<file path="config.mk">
export PLATFORM = sky130hd
export DESIGN_NAME = axi_llc_flush_walker
export DESIGN_NICKNAME = d
export VERILOG_FILES = /design/src/rtl/axi_llc_flush_walker.sv
export SDC_FILE = /design/constraint.sdc
export NUM_CORES = 1
export LEC_CHECK = 0
export CORE_AREA = 5 5 86 88
export CTS_BUF_LIST = sky130_fd_sc_hd__clkbuf_8
export DETAILED_ROUTE_END_ITERATION = 10
export DIE_AREA = 0 0 91 93
export PLACE_DENSITY = 0.81
export SYNTH_ARGS = -nofsm -noshare
export SYNTH_HDL_FRONTEND = slang
export SYNTH_SLANG_ARGS = --single-unit
</file>
<file path="constraint.sdc">
create_clock -name clk_i -period 2.5 [get_ports clk_i]
set_input_delay 0.375 -clock clk_i [delete_from_list [all_inputs] [get_ports clk_i]]
set_output_delay 0.375 -clock clk_i [all_outputs]
set_load 0.02 [all_outputs]
</file>
<file path="src/rtl/axi_llc_flush_walker.sv">
// rtl/axi_llc_flush_walker.sv - tag-store flush walker with writeback forwarding

package axi_llc_pkg;
    typedef enum logic [1:0] {
        BIST   = 2'd0,
        FLUSH  = 2'd1,
        LOOKUP = 2'd2
    } llc_mode_e;
endpackage

module axi_llc_flush_walker #(
    parameter int unsigned SetAssociativity = 8,
    parameter int unsigned NumLines         = 256,
    parameter int unsigned TagLength        = 20,
    parameter int unsigned IndexLength      = $clog2(NumLines),
    parameter int unsigned WayIdxWidth      = (SetAssociativity > 1) ? $clog2(SetAssociativity) : 1
) (
    input  logic                         clk_i,
    input  logic                         rst_i,
    input  logic                         flush_valid_i,
    output logic                         flush_ready_o,
    input  logic [SetAssociativity-1:0]  flush_ways_i,
    output logic                         busy_o,
    output logic                         done_o,
    output logic [SetAssociativity-1:0]  flushed_o,
    input  logic [SetAssociativity-1:0]  flushed_clr_i,
    output logic                         store_req_valid_o,
    input  logic                         store_req_ready_i,
    output axi_llc_pkg::llc_mode_e       store_req_mode_o,
    output logic [SetAssociativity-1:0]  store_req_indicator_o,
    output logic [IndexLength-1:0]       store_req_index_o,
    input  logic                         store_res_valid_i,
    output logic                         store_res_ready_o,
    input  logic                         store_res_evict_i,
    input  logic [TagLength-1:0]         store_res_evict_tag_i,
    output logic                         wb_valid_o,
    input  logic                         wb_ready_i,
    output logic [WayIdxWidth-1:0]       wb_way_o,
    output logic [IndexLength-1:0]       wb_index_o,
    output logic [TagLength-1:0]         wb_tag_o
);

    typedef enum logic [2:0] {
        IDLE = 3'd0,
        REQ  = 3'd1,
        RESP = 3'd2,
        WB   = 3'd3,
        DONE = 3'd4
    } state_e;

    localparam logic [IndexLength-1:0] LastIndex = IndexLength'(NumLines - 1);

    state_e                        state_q, state_d;
    logic [SetAssociativity-1:0]   mask_q, mask_d;
    logic [SetAssociativity-1:0]   way_q, way_d;
    logic [IndexLength-1:0]        index_q, index_d;
    logic [TagLength-1:0]          tag_q, tag_d;
    logic [SetAssociativity-1:0]   flushed_q;
    logic [SetAssociativity-1:0]   flushed_set;
    logic [SetAssociativity-1:0]   mask_left;
    logic                          advance;

    logic                          flush_ready_q;
    logic                          busy_q;
    logic                          done_q;
    logic                          req_valid_q;
    logic                          res_ready_q;
    logic                          wb_valid_q;
    logic [WayIdxWidth-1:0]        wb_way_q;

    // One-hot of the lowest set bit; empty input gives empty output.
    function automatic logic [SetAssociativity-1:0] lowest_way(input logic [SetAssociativity-1:0] m);
        logic [SetAssociativity-1:0] r;
        logic                        found;
        r     = '0;
        found = 1'b0;
        for (int i = 0; i < int'(SetAssociativity); i++) begin
            if (m[i] && !found) begin
                r[i]  = 1'b1;
                found = 1'b1;
            end
        end
        return r;
    endfunction

    // Binary encoding of a one-hot way vector.
    function automatic logic [WayIdxWidth-1:0] way_bin(input logic [SetAssociativity-1:0] w);
        logic [WayIdxWidth-1:0] r;
        r = '0;
        for (int i = 0; i < int'(SetAssociativity); i++) begin
            if (w[i]) begin
                r = WayIdxWidth'(i);
            end
        end
        return r;
    endfunction

    // Next-state logic: walk indices of the current way, then move to the next selected way.
    always_comb begin
        state_d     = state_q;
        mask_d      = mask_q;
        way_d       = way_q;
        index_d     = index_q;
        tag_d       = tag_q;
        flushed_set = '0;
        advance     = 1'b0;
        mask_left   = mask_q & ~way_q;

        unique case (state_q)
            IDLE: begin
                if (flush_valid_i) begin
                    if (|flush_ways_i) begin
                        mask_d  = flush_ways_i;
                        way_d   = lowest_way(flush_ways_i);
                        index_d = '0;
                        state_d = REQ;
                    end else begin
                        state_d = DONE;
                    end
                end
            end
            REQ: begin
                if (store_req_ready_i) begin
                    state_d = RESP;
                end
            end
            RESP: begin
                if (store_res_valid_i) begin
                    if (store_res_evict_i) begin
                        tag_d   = store_res_evict_tag_i;
                        state_d = WB;
                    end else begin
                        advance = 1'b1;
                    end
                end
            end
            WB: begin
                if (wb_ready_i) begin
                    advance = 1'b1;
                end
            end
            DONE: begin
                state_d = IDLE;
            end
            default: begin
                state_d = IDLE;
            end
        endcase

        if (advance) begin
            if (index_q != LastIndex) begin
                index_d = index_q + IndexLength'(1);
                state_d = REQ;
            end else begin
                flushed_set = way_q;
                mask_d      = mask_left;
                if (mask_left == '0) begin
                    state_d = DONE;
                end else begin
                    way_d   = lowest_way(mask_left);
                    index_d = '0;
                    state_d = REQ;
                end
            end
        end
    end

    // State, walk registers and registered handshake/status outputs.
    always_ff @(posedge clk_i) begin
        if (rst_i) begin
            state_q       <= IDLE;
            mask_q        <= '0;
            way_q         <= '0;
            index_q       <= '0;
            tag_q         <= '0;
            flushed_q     <= '0;
            flush_ready_q <= 1'b1;
            busy_q        <= 1'b0;
            done_q        <= 1'b0;
            req_valid_q   <= 1'b0;
            res_ready_q   <= 1'b0;
            wb_valid_q    <= 1'b0;
            wb_way_q      <= '0;
        end else begin
            state_q       <= state_d;
            mask_q        <= mask_d;
            way_q         <= way_d;
            index_q       <= index_d;
            tag_q         <= tag_d;
            flushed_q     <= (flushed_q & ~flushed_clr_i) | flushed_set;
            flush_ready_q <= (state_d == IDLE);
            busy_q        <= (state_d != IDLE);
            done_q        <= (state_d == DONE);
            req_valid_q   <= (state_d == REQ);
            res_ready_q   <= (state_d == RESP);
            wb_valid_q    <= (state_d == WB);
            wb_way_q      <= way_bin(way_d);
        end
    end

    assign flush_ready_o         = flush_ready_q;
    assign busy_o                = busy_q;
    assign done_o                = done_q;
    assign flushed_o             = flushed_q;
    assign store_req_valid_o     = req_valid_q;
    assign store_req_mode_o      = axi_llc_pkg::FLUSH;
    assign store_req_indicator_o = way_q;
    assign store_req_index_o     = index_q;
    assign store_res_ready_o     = res_ready_q;
    assign wb_valid_o            = wb_valid_q;
    assign wb_way_o              = wb_way_q;
    assign wb_index_o            = index_q;
    assign wb_tag_o              = tag_q;

    // The tag store only answers requests, so a response outside RESP is a protocol error.
    a_no_stray_response: assert property (@(posedge clk_i) disable iff (rst_i)
        store_res_valid_i |-> (state_q == RESP));

endmodule

</file>
Word level (Yosys, flattened, before mapping)
Cells that the tools add are included.
- add/sub/neg operators: 1
- equality and inequality tests: 8
- mux-type cells: 109
- bitwise gates (word level): 5
- reduce and logical (&&, ||, !) cells: 34
- operators by type and width (cell ; number):
    $mux 8 ; 19
    $mux 1 ; 74
    $mux 3 ; 14
    $and 8x8->8 ; 2
    $not 8->8 ; 2
    $logic_and 1x1->1 ; 14
    $logic_not 1->1 ; 14
    $eq 3x2->1 const B ; 4
    $pmux 3 s4 ; 1
    $add 8x1->8 const B ; 1
    $logic_not 8->1 ; 1
    $ne 8x8->1 const B ; 1
    $or 8x8->8 ; 1
    $reduce_or 8->1 ; 1
    $eq 3x1->1 const B ; 2
    $logic_not 3->1 ; 2
    $eq 3x3->1 const B ; 1
    $reduce_and 3->1 ; 1
    $reduce_bool 3->1 ; 1
    $pmux 1 s2 ; 1
- register bits after elaboration: 64
- output and inout bits: 63
- word-level logic and storage cells: 170

Depth between registers and ports, before layout
Gate-level depths: netlist (run 1).
- word-level depth: 56
- depth in mapped cells: 10

Worst setup path before layout (run 1)
OpenSTA, ideal clock, no wires.
- kind: reg2reg
- start: register index_q[0], in the netlist store_req_index_o[0]
- end: register mask_q[3]
- setup time: 0.128 ns
- arrival: 2.039 ns
- required time: 2.372 ns
- setup slack: 0.334 ns
- stages on the path, launching flop included: 11
- path buffers: 3
- period minus slack after synthesis: 2.166 ns
- cell sequence: dfxtp_1 -> ha_1 -> and3_1 -> and3_1 -> clkbuf_2 -> and4_4 -> buf_4 -> buf_4 -> nand2_1 -> a32oi_1 -> nor2_1
- cells in the longest elaborated chain, start to end: 3
- RTL lines (item ; RTL line ; text):
    from (decl) ; 56 ; logic [IndexLength-1:0] index_q, index_d;
    from (signal assigned) ; 188 ; index_q <= index_d;
    $ne 8x8->1 ; 151 ; if (index_q != LastIndex) begin
    $mux 8 ; 151 ;
    $mux 8 ; 150 ; if (advance) begin
    to (signal assigned) ; 186 ; mask_q <= mask_d;
    to (decl) ; 54 ; logic [SetAssociativity-1:0] mask_q, mask_d;
Every way passes these cells.
A chain may end at the register's enable or synchronous reset.

Worst setup path after layout (run 1)
- start: register index_q[0], in the netlist store_req_index_o[0]
- end: register wb_way_q[1], in the netlist wb_way_o[1]
- cells in the longest elaborated chain, start to end: 9
- RTL lines (item ; RTL line ; text):
    $ne 8x8->1 (*) ; 151 ;
    $mux 8 (*) ; 151 ;
    $mux 8 (*) ; 150 ;
    $mux 3 (5 in series) ; 91 ; if (w[i]) begin
    $mux 3 (*) ; 91 ;
    to (signal assigned) ; 197 ; wb_way_q <= way_bin(way_d);
    to (decl) ; 69 ; logic [WayIdxWidth-1:0] wb_way_q;
Mark *: on every way between the ends. The rest lies on a longest branch, timed or not.

==> impl_results.md, run 1 <==
* Antenna violations before repair at 0
* # diodes at 0
* Post-detailed-route DRC marker count at 0
* Crit path kind: flop to flop
* Area occupied by multi-input gates at 0.00147 mm²
* 1st-iter DRT viols at 214
* Slowest CP cell: dfxtp_1
* Max H-tree Level at 3
* WP data arrival at 2.57 ns
* Remaining global-route overflow at 0
* Clk_skew at 0.00745 ns
* Number of synthesized register bits at 64
* Yosys cell types at 59
* CTS tree: built
* DP Area at 0.00409 mm²
* Worst Path Required at 2.71 ns
* Slew at the pin closest to its max-slew limit at 0.497 ns
* Clk Latency, worst-skew pair at 0.34 ns
* Register area share after synthesis at 0.439
* Port bufs at 103
* Post-Syn Instances at 346
* Post-Syn Nets at 390
* Row count at 30
* CP max FO at 7
* Drt total wl at 8360 µm
* Final cell area excluding filler cells at 0.00433 mm²
* Worst Hold Class: flop to flop
* Area grow syn2layout at 48.5%
* Main synth FF type: dfxtp_1
* Critical path launch point type: flop
* Share of layout cells above drive strength 1 at 0.123
* RSZ-0062 raised after global routing: false
* Final period utilization at 0.947
* Hold buffers post-CTS at 0
* First-pass GRT wire length at 13600 µm
* Fmax achieved at 422 MHz
* Root buffer cell: clkbuf_8
* Buf+Inv Stages, Crit Path at 1
* Final slew viol count at 0
* Number of global-route vias before repair at 2898
* Via count at 2943
* Most frequent CP cell: and3_1
* Wire per inst at 15.4 µm
* Routed Antenna Nets at 0
* Warnings, synthesis at 0
* Worst VDD drop at 0.465 mV
* Clock sinks at 64
* Post-DP HPWL at 6280 µm
* Cell Area, Synth at 0.00292 mm²
* Worst-path clk slew at 0.08 ns
* TNS Setup at 0 ns
* Hold Vio Cnt, Final at 0
* Chip height at 93 µm
* Vias/cell at 5.43
* Reg2Reg Setup Slack at 0.13 ns
* Cell Pwr Density at 598 mW/mm²
* Max Root-Sink Buffers at 2
* Total CTS buffers at 9
* Critical Path, Cell by Cell: ha_1 > and3_1 > and3_1 > and4_4 > a21boi_0 > nor4_1 > buf_4 > o32ai_1
* CP Capture Type: flop
* Post-CTS Resized at 0
* Die area at 0.00846 mm²
* Leakage Power at 1.61 nW
* Final nets at 501
* Largest net degree at the start of global routing at 28
* Syn Area/Cell at 8.43 µm²
* Async SR Flop Fraction at 0
* Core footprint at 0.00657 mm²
* Placer Congestion at 0.916
* Max cap viols at 0
* Initial Util at 0.444
* I/O pin total at 106
* Endpoints failing setup at 0
* # fillers at 543
* Gr usage total at 0.195
* Min Tclk post-route at 2.37 ns
* Die width at 91 µm
* Post-CTS setup buffers at 0
* EDFF count, synth at 0
* Status: finished clean
* Relative slew slack at 0.666
* Reg area at 0.00128 mm²
* 1st-pass router iterations at 5
* CP max stage delay at 0.41 ns
* Top Family by Delay on Critical Path: simple AND/OR/NAND/NOR gates
cell families after synthesis:
group | after synthesis | share of synthesized area
buffers and inverters | 33 | 0.0605
AO/OA/AOI/OAI | 92 | 0.210
AND/OR/NAND/NOR | 154 | 0.284
flip-flops | 64 | 0.439
adder cells (fa/ha/maj) | 1 | 0.00429
other | 2 | 0.00257
metal layers:
layer | track usage | wire [µm]
met1 | 0.239 | 3530
met2 | 0.329 | 4240
met3 | 0.0563 | 428
met4 | 0.0672 | 154
met5 | 0 | 0
where the power goes:
| part | switching, W | internal, W | total (W) |
|---|---|---|---|
| Combinational | 0.000220 | 0.000212 | 0.000432 |
| Clock | 0.000413 | 0.000663 | 0.00108 |
| Sequential | 0.0000256 | 0.00106 | 0.00108 |
| Total | 0.000659 | 0.00193 | 0.00259 |
layout by cell type (no fill, tap or decap), types with 3 or more instances in the layout:
cell type and n:
bufinv_16 3, and3_1 7, nand2b_1 10, nor2_1 31, o21ai_0 7, nand3b_1 6, a31oi_1 4, nand2_1 54
nor4_1 3, nand3_1 6, nor3_1 4, a22oi_1 3, clkbuf_8 9, nor2b_1 8, dfxtp_1 64, clkdlybuf4s50_1 102
or3_1 3, buf_4 23, and2_1 4, inv_1 6, a21oi_1 42, a32oi_1 9
cell usage after synthesis (2+ instances only):
cell / count / share of area
o22ai_1: 2 / 0.0043
buf_2: 2 / 0.0034
or4_4: 2 / 0.0077
and2_1: 4 / 0.0086
nand3_1: 6 / 0.010
clkbuf_1: 11 / 0.014
a21o_1: 2 / 0.0051
a22o_1: 2 / 0.0060
nor2_1: 31 / 0.040
nand3b_1: 6 / 0.015
o211ai_1: 2 / 0.0051
nand2_1: 54 / 0.069
nor3b_1: 2 / 0.0051
a21oi_1: 42 / 0.072
buf_4: 13 / 0.033
nor4_1: 3 / 0.0064
a21boi_0: 2 / 0.0051
a31oi_1: 4 / 0.0086
a22oi_1: 3 / 0.0077
nand2b_1: 10 / 0.021
and3_1: 7 / 0.015
conb_1: 2 / 0.0026
inv_1: 6 / 0.0077
nor2b_1: 8 / 0.017
nor3_1: 5 / 0.0086
dfxtp_1: 64 / 0.44
o21ai_0: 7 / 0.012
o21ai_1: 2 / 0.0034
or3_1: 3 / 0.0064
a32oi_1: 9 / 0.027
a211oi_2: 2 / 0.0086
sequential cells by signal (all words and copies together), names as in the netlist, 3 cells and up:
name	count
wb_tag_o	20
store_req_indicator_o	8
mask_q	8
flushed_o	8
state_q	3
wb_way_o	3
store_req_index_o	8
cell type report:
type	count	share of cell area
Clock inverter	7	0.0277
Sequential cell	64	0.296
Inverter	6	0.00520
Multi-Input combinational cell	249	0.338
Tap cell	80	0.0231
Timing Repair Buffer	127	0.281
Clock buffer	9	0.0286
worst register-to-register path, cell delays in order (launching register included):
cell and delay (ns):
dfxtp_1 0.41, ha_1 0.21, and3_1 0.20, and3_1 0.33, and4_4 0.32, a21boi_0 0.12
nor4_1 0.39, buf_4 0.18, o32ai_1 0.09
through the flow:
step	instances	worst slack, ns	hold WS (ns)	power (W)	util
final	542	0.133	0.455	0.00259	0.659
after global routing	542	0.00247	0.475	0.00268	0.659
after CTS	542	0.146	0.456	0.00260	0.659
after detailed placement	526	-0.0204	0.446	0.00153	0.622
after global placement	526	0.0404	0.442	0.00153	0.622
after floorplan	346	0.334	0.443	0.00133	-
worst paths after layout:
check / startpoint / end / depth (start not counted)
setup / recovery: store_req_index_o[0]$_SDFF_PP0_ / wb_way_o[1]$_SDFF_PP0_ / 8
setup reg to reg: store_req_index_o[0]$_SDFF_PP0_ / wb_way_o[1]$_SDFF_PP0_ / 8
hold reg to reg: wb_tag_o[12]$_SDFFE_PP0P_ / wb_tag_o[12]$_SDFFE_PP0P_ / 2
hold / removal: wb_tag_o[12]$_SDFFE_PP0P_ / wb_tag_o[12]$_SDFFE_PP0P_ / 2
No activity file was read; power rests on OpenSTA's default activity.
==> run 2, diff against run 1 <==
Settings changed: CORE_AREA 5 5 86 88 to 2 2 83 85, DIE_AREA 0 0 91 93 to 0 0 85 87, TNS_END_PERCENT from default to 20.
==> run 2 against run 1 <==
  * Register-to-register slack gained 0.07 ns
  * Wire length shrank 5.7%
  * Global-route usage grew 2.0 points
  * Sequential share of layout area grew 0.18 points
  * Core utilization shrank 0.40 points
  * Worst hold slack gained 0.0032 ns
  * Clock power is essentially flat
  * Die area shrank 13%
  * Via count shrank 0.31%
  * Final area shrank 0.61%
  * Critical path type unchanged
==> impl_results.md, run 2 (synthesized netlist as in run 1, its figures left out) <==
* Status: finished clean (unchanged)
* Commonest non-fill, non-tap cells in the layout: 102 x clkdlybuf4s50_1, 64 x dfxtp_1, 54 x nand2_1 (unchanged)
* Worst VDD drop at 0.398 mV (was 0.465 mV)
* Number of global-route vias before repair at 2757 (was 2898)
* Share of layout cells above drive strength 1 at 0.122 (was 0.123)
* Max Root-Sink Buffers at 2 (unchanged)
* Clk_skew at 0.00533 ns (was 0.00745 ns)
* Gr usage total at 0.215 (was 0.195)
* # diodes at 0 (unchanged)
* Post-CTS setup buffers at 0 (unchanged)
* Routed Antenna Nets at 0 (unchanged)
* Worst-path clk slew at 0.07 ns (was 0.08 ns)
* Reg area at 0.00128 mm² (unchanged)
* Total CTS buffers at 9 (unchanged)
* Power Total at 0.00259 W (about the same)
* Hold Vio Cnt, Final at 0 (unchanged)
* Final nets at 499 (was 501)
* Clk Latency, worst-skew pair at 0.34 ns (about the same)
* RSZ-0062 raised after global routing: false (unchanged)
* Max reg flops at 20 (unchanged)
* Largest net degree at the start of global routing at 36 (was 28)
* Core footprint at 0.00657 mm² (unchanged)
* # fillers at 521 (was 543)
* Chip height at 87 µm (was 93 µm)
* CTS tree: built (unchanged)
* Slew at the pin closest to its max-slew limit at 0.635 ns (was 0.497 ns)
* Area occupied by multi-input gates at 0.00147 mm² (about the same)
* Critical path launch point type: flop (unchanged)
* Switch share at 0.256 (was 0.254)
* Final period utilization at 0.919 (was 0.947)
* Root buffer cell: clkbuf_8 (unchanged)
* Wire per inst at 14.6 µm (was 15.4 µm)
* Pint at 0.00193 W (about the same)
* Die area at 0.00740 mm² (was 0.00846 mm²)
* Cell Pwr Density at 601 mW/mm² (was 598 mW/mm²)
* Endpoints failing setup at 0 (unchanged)
* Max H-tree Level at 3 (unchanged)
* Worst Path Required at 2.75 ns (was 2.71 ns)
* Min Tclk post-route at 2.30 ns (was 2.37 ns)
* Clk pwr share at 0.418 (was 0.415)
* Leakage Power at 1.60 nW (was 1.61 nW)
* Sequential power share at 0.419 (was 0.418)
* Max cap viols at 0 (unchanged)
* Net Switching at 0.000661 W (was 0.000659 W)
* First-pass GRT wire length at 12900 µm (was 13600 µm)
* Remaining global-route overflow at 0 (unchanged)
* I/O pin total at 106 (unchanged)
* CP max FO at 9 (was 7)
* Vias/cell at 5.43 (about the same)
* Antenna violations before repair at 0 (unchanged)
* Crit path kind: flop to flop (unchanged)
* Final slew viol count at 0 (unchanged)
* Via count at 2934 (was 2943)
* 1st-iter DRT viols at 283 (was 214)
* Die width at 85 µm (was 91 µm)
* Clock sinks at 64 (unchanged)
* Post-DP HPWL at 5610 µm (was 6280 µm)
* 1st-pass router iterations at 4 (was 5)
* WP data arrival at 2.55 ns (was 2.57 ns)
* Port bufs at 103 (unchanged)
* Relative slew slack at 0.577 (was 0.666)
* TNS Setup at 0 ns (unchanged)
* Placer Congestion at 0.923 (was 0.916)
* CP Capture Type: flop (unchanged)
* Most common cell after layout, fill and taps aside: clkdlybuf4s50_1 (unchanged)
* Area grow syn2layout at 47.6% (was 48.5%)
* Drt total wl at 7880 µm (was 8360 µm)
* Initial Util at 0.444 (unchanged)
* Worst Hold Class: flop to flop (unchanged)
* Combinational fraction of design power at 0.163 (was 0.167)
* Row count at 30 (unchanged)
* Fmax achieved at 435 MHz (was 422 MHz)
* Post-detailed-route DRC marker count at 0 (unchanged)
run 2: final timing paths:
check	start	end	slack (ns)	cells after the start
max	store_req_index_o[0]$_SDFF_PP0_	wb_way_o[1]$_SDFF_PP0_	0.20	8
max reg2reg	store_req_index_o[0]$_SDFF_PP0_	wb_way_o[1]$_SDFF_PP0_	0.20	8
min reg2reg	wb_tag_o[2]$_SDFFE_PP0P_	wb_tag_o[2]$_SDFFE_PP0P_	0.46	2
min	wb_tag_o[2]$_SDFFE_PP0P_	wb_tag_o[2]$_SDFFE_PP0P_	0.46	2
run 2: power by group through the flow:
stage / combinational [W] / clock [W] / sequential (W)
floorplan: 0.000199 / 0 / 0.00113
detailed placement: 0.000417 / 0 / 0.00111
finish: 0.000422 / 0.00108 / 0.00108
CTS: 0.000420 / 0.00109 / 0.00108
global route: 0.000453 / 0.00114 / 0.00109
global placement: 0.000409 / 0 / 0.00111
run 2: repair_timing:
item,4_1_cts,5_1_grt
setup endpoints to repair,0,2
hold buffers,0,0
resized for setup,0,1
run 2: metal layers:
metal  part of all wire  vias to the layer above  GRT usage
met1               0.44                     1366      0.284
li1                   -                     1443          -
met3              0.060                       14     0.0370
met4              0.018                        0      0.101
met2               0.48                      111      0.344
met5                  0                        -          0
run 2: metrics by stage:
| step | cell area [µm²] | hold WS [ns] | util | setup WS (ns) | std cells |
|---|---|---|---|---|---|
| 3_3_place_gp | 4060 | 0.441 | 0.618 | 0.0353 | 524 |
| 5_1_grt | 4310 | 0.483 | 0.655 | 0.0524 | 540 |
| 6_report | 4310 | 0.458 | 0.655 | 0.202 | 540 |
| 3_5_place_dp | 4060 | 0.449 | 0.618 | 0.0156 | 524 |
| 4_1_cts | 4300 | 0.458 | 0.655 | 0.172 | 540 |
| 2_1_floorplan | 2920 | 0.443 | - | 0.334 | 346 |
run 2: worst max-delay path: stages, from the launching register on:
cell	delay (ns)
dfxtp_1	0.36
ha_1	0.24
and3_1	0.21
and3_2	0.27
and4_4	0.24
buf_4	0.17
and4b_1	0.23
or2_1	0.24
o32ai_1	0.26
run 2: cell type report:
cell class,count,share of cell area
sequential,64,0.298
inverter,6,0.00523
multi-input combinational,249,0.341
clock buffer,9,0.0288
tap,80,0.0232
timing repair buffer,125,0.277
clock inverter,7,0.0279
==> run 3, diff against run 2 <==
Settings changed: CTS_CLUSTER_DIAMETER from default to 150, PLACE_DENSITY 0.81 to 0.89, SKIP_CTS_REPAIR_TIMING from default to 1.
==> run 3 against run 2 <==
  * Non-clock buffer count fell by 1
  * Critical path type unchanged
  * Global-route usage rose by 0.50 points
  * Final area barely moved
  * Via count fell by 1.2%
  * Register-to-register slack improved by 0.10 ns
==> impl_results.md, run 3 (synthesized netlist as in run 1, its figures left out) <==
* Leakage Power at 1.60 nW (about the same)
* Final nets at 498 (was 499)
* Gr usage total at 0.220 (was 0.215)
* Pre-CTS setup slack at 0.0248 ns (was 0.0156 ns)
* Die width at 85 µm (unchanged)
* Core footprint at 0.00657 mm² (unchanged)
* I/O pin total at 106 (unchanged)
* # diodes at 0 (unchanged)
* Most common cell after layout, fill and taps aside: clkdlybuf4s50_1 (unchanged)
* Clock sinks at 64 (unchanged)
* Drt total wl at 8040 µm (was 7880 µm)
* Worst Path Required at 2.75 ns (about the same)
* Endpoints failing setup at 0 (unchanged)
* Max cap viols at 0 (unchanged)
* Post-detailed-route DRC marker count at 0 (unchanged)
* WP data arrival at 2.45 ns (was 2.55 ns)
* Top Family by Delay on Critical Path: compound AO/OA/AOI/OAI gates (was simple AND/OR/NAND/NOR gates)
* Max Root-Sink Buffers at 2 (unchanged)
* Row count at 30 (unchanged)
* Max H-tree Level at 3 (unchanged)
* Vias/cell at 5.38 (was 5.43)
* Root buffer cell: clkbuf_8 (unchanged)
* Slowest CP cell: a2111oi_2 (was dfxtp_1)
* Via count at 2898 (was 2934)
* Worst VDD drop at 0.376 mV (was 0.398 mV)
* CP max FO at 10 (was 9)
* Slew at the pin closest to its max-slew limit at 0.592 ns (was 0.635 ns)
* Hold Vio Cnt, Final at 0 (unchanged)
* Critical Path, Cell by Cell: nor2b_1 > a2111oi_2 > nand2_1 > a21boi_0 > nor4_1 > o32ai_1 (was ha_1 > and3_1 > and3_2 > and4_4 > buf_4 > and4b_1 > or2_1 > o32ai_1)
* Relative slew slack at 0.605 (was 0.577)
* Remaining global-route overflow at 0 (unchanged)
* Buf+Inv Stages, Crit Path at 0 (was 1)
* Status: finished clean (unchanged)
* Worst setup margin at 0.302 ns (was 0.202 ns)
* CP Capture Type: flop (unchanged)
* Critical path launch point type: flop (unchanged)
* Clk_skew at 0.00901 ns (was 0.00533 ns)
* Wire per inst at 14.9 µm (was 14.6 µm)
* Die area at 0.00740 mm² (unchanged)
* Fmax achieved at 455 MHz (was 435 MHz)
* Worst-path clk slew at 0.07 ns (about the same)
* 1st-pass router iterations at 4 (unchanged)
* Dpl cells at 523 (was 524)
* 1st-iter DRT viols at 249 (was 283)
* Placer Congestion at 0.969 (was 0.923)
* CP max stage delay at 0.49 ns (was 0.36 ns)
* Share of layout cells above drive strength 1 at 0.118 (was 0.122)
* Routed Antenna Nets at 0 (unchanged)
* Crit path kind: flop to flop (unchanged)
* Clk Latency, worst-skew pair at 0.35 ns (was 0.34 ns)
* First-pass GRT wire length at 13100 µm (was 12900 µm)
* Post-DP HPWL at 5830 µm (was 5610 µm)
* Worst Hold Class: flop to flop (unchanged)
* Port bufs at 103 (unchanged)
* Initial Util at 0.444 (unchanged)
* Chip height at 87 µm (unchanged)
* Fin cells at 539 (was 540)
* CTS tree: built (unchanged)
* Number of global-route vias before repair at 2731 (was 2757)
* Area grow syn2layout at 47.6% (about the same)
* RSZ-0062 raised after global routing: false (unchanged)
* Largest net degree at the start of global routing at 34 (was 36)
* Max reg flops at 20 (unchanged)
* Commonest non-fill, non-tap cells in the layout: 102 x clkdlybuf4s50_1, 64 x dfxtp_1, 54 x nand2_1 (unchanged)
* TNS Setup at 0 ns (unchanged)
* Cell Pwr Density at 608 mW/mm² (was 601 mW/mm²)
* Antenna violations before repair at 0 (unchanged)
* Final slew viol count at 0 (unchanged)
* Final period utilization at 0.879 (was 0.919)
* Min Tclk post-route at 2.20 ns (was 2.30 ns)
* Total CTS buffers at 9 (unchanged)
* WHS at 0.454 ns (was 0.458 ns)
run 3: final cells by class:
class	count	area, µm²
Sequential cell	64	1280
Clock inverter	5	103
Timing Repair Buffer	124	1180
Multi-Input combinational cell	249	1470
Tap cell	80	100
Fill cell	525	2260
Clock buffer	11	151
Inverter	6	22.5
run 3: metrics by stage:
| stage | area [µm²] | power [W] | util |
|---|---|---|---|
| 2_1_floorplan | 2920 | 0.00133 | - |
| 3_3_place_gp | 4050 | 0.00151 | 0.617 |
| 3_5_place_dp | 4050 | 0.00152 | 0.617 |
| 4_1_cts | 4310 | 0.00263 | 0.656 |
| 5_1_grt | 4310 | 0.00273 | 0.656 |
| 6_report | 4310 | 0.00262 | 0.656 |
run 3: worst paths after layout:
kind	startpoint	to	slack, ns	depth (start not counted)
worst max-delay path	store_req_indicator_o[5]$_SDFF_PP0_	wb_way_o[1]$_SDFF_PP0_	0.30	6
worst min-delay path	wb_tag_o[17]$_SDFFE_PP0P_	wb_tag_o[17]$_SDFFE_PP0P_	0.45	2
worst max register to register	store_req_indicator_o[5]$_SDFF_PP0_	wb_way_o[1]$_SDFF_PP0_	0.30	6
worst min register to register	wb_tag_o[17]$_SDFFE_PP0P_	wb_tag_o[17]$_SDFFE_PP0P_	0.45	2
run 3: tightest hold or removal path: stages (launching register included):
cell     delay, ns
dfxtp_1       0.31
nand2_1       0.05
a21oi_1       0.05
run 3: layer usage:
layer	part of all wire	global-route usage
met5	0	0
met4	0.027	0.0837
met3	0.058	0.0730
met2	0.50	0.367
met1	0.42	0.265
run 3: power by group:
part           switching (W)  total, W  internal (W)
sequential         0.0000280   0.00109       0.00106
clock               0.000400   0.00111      0.000715
combinational       0.000214  0.000415      0.000201
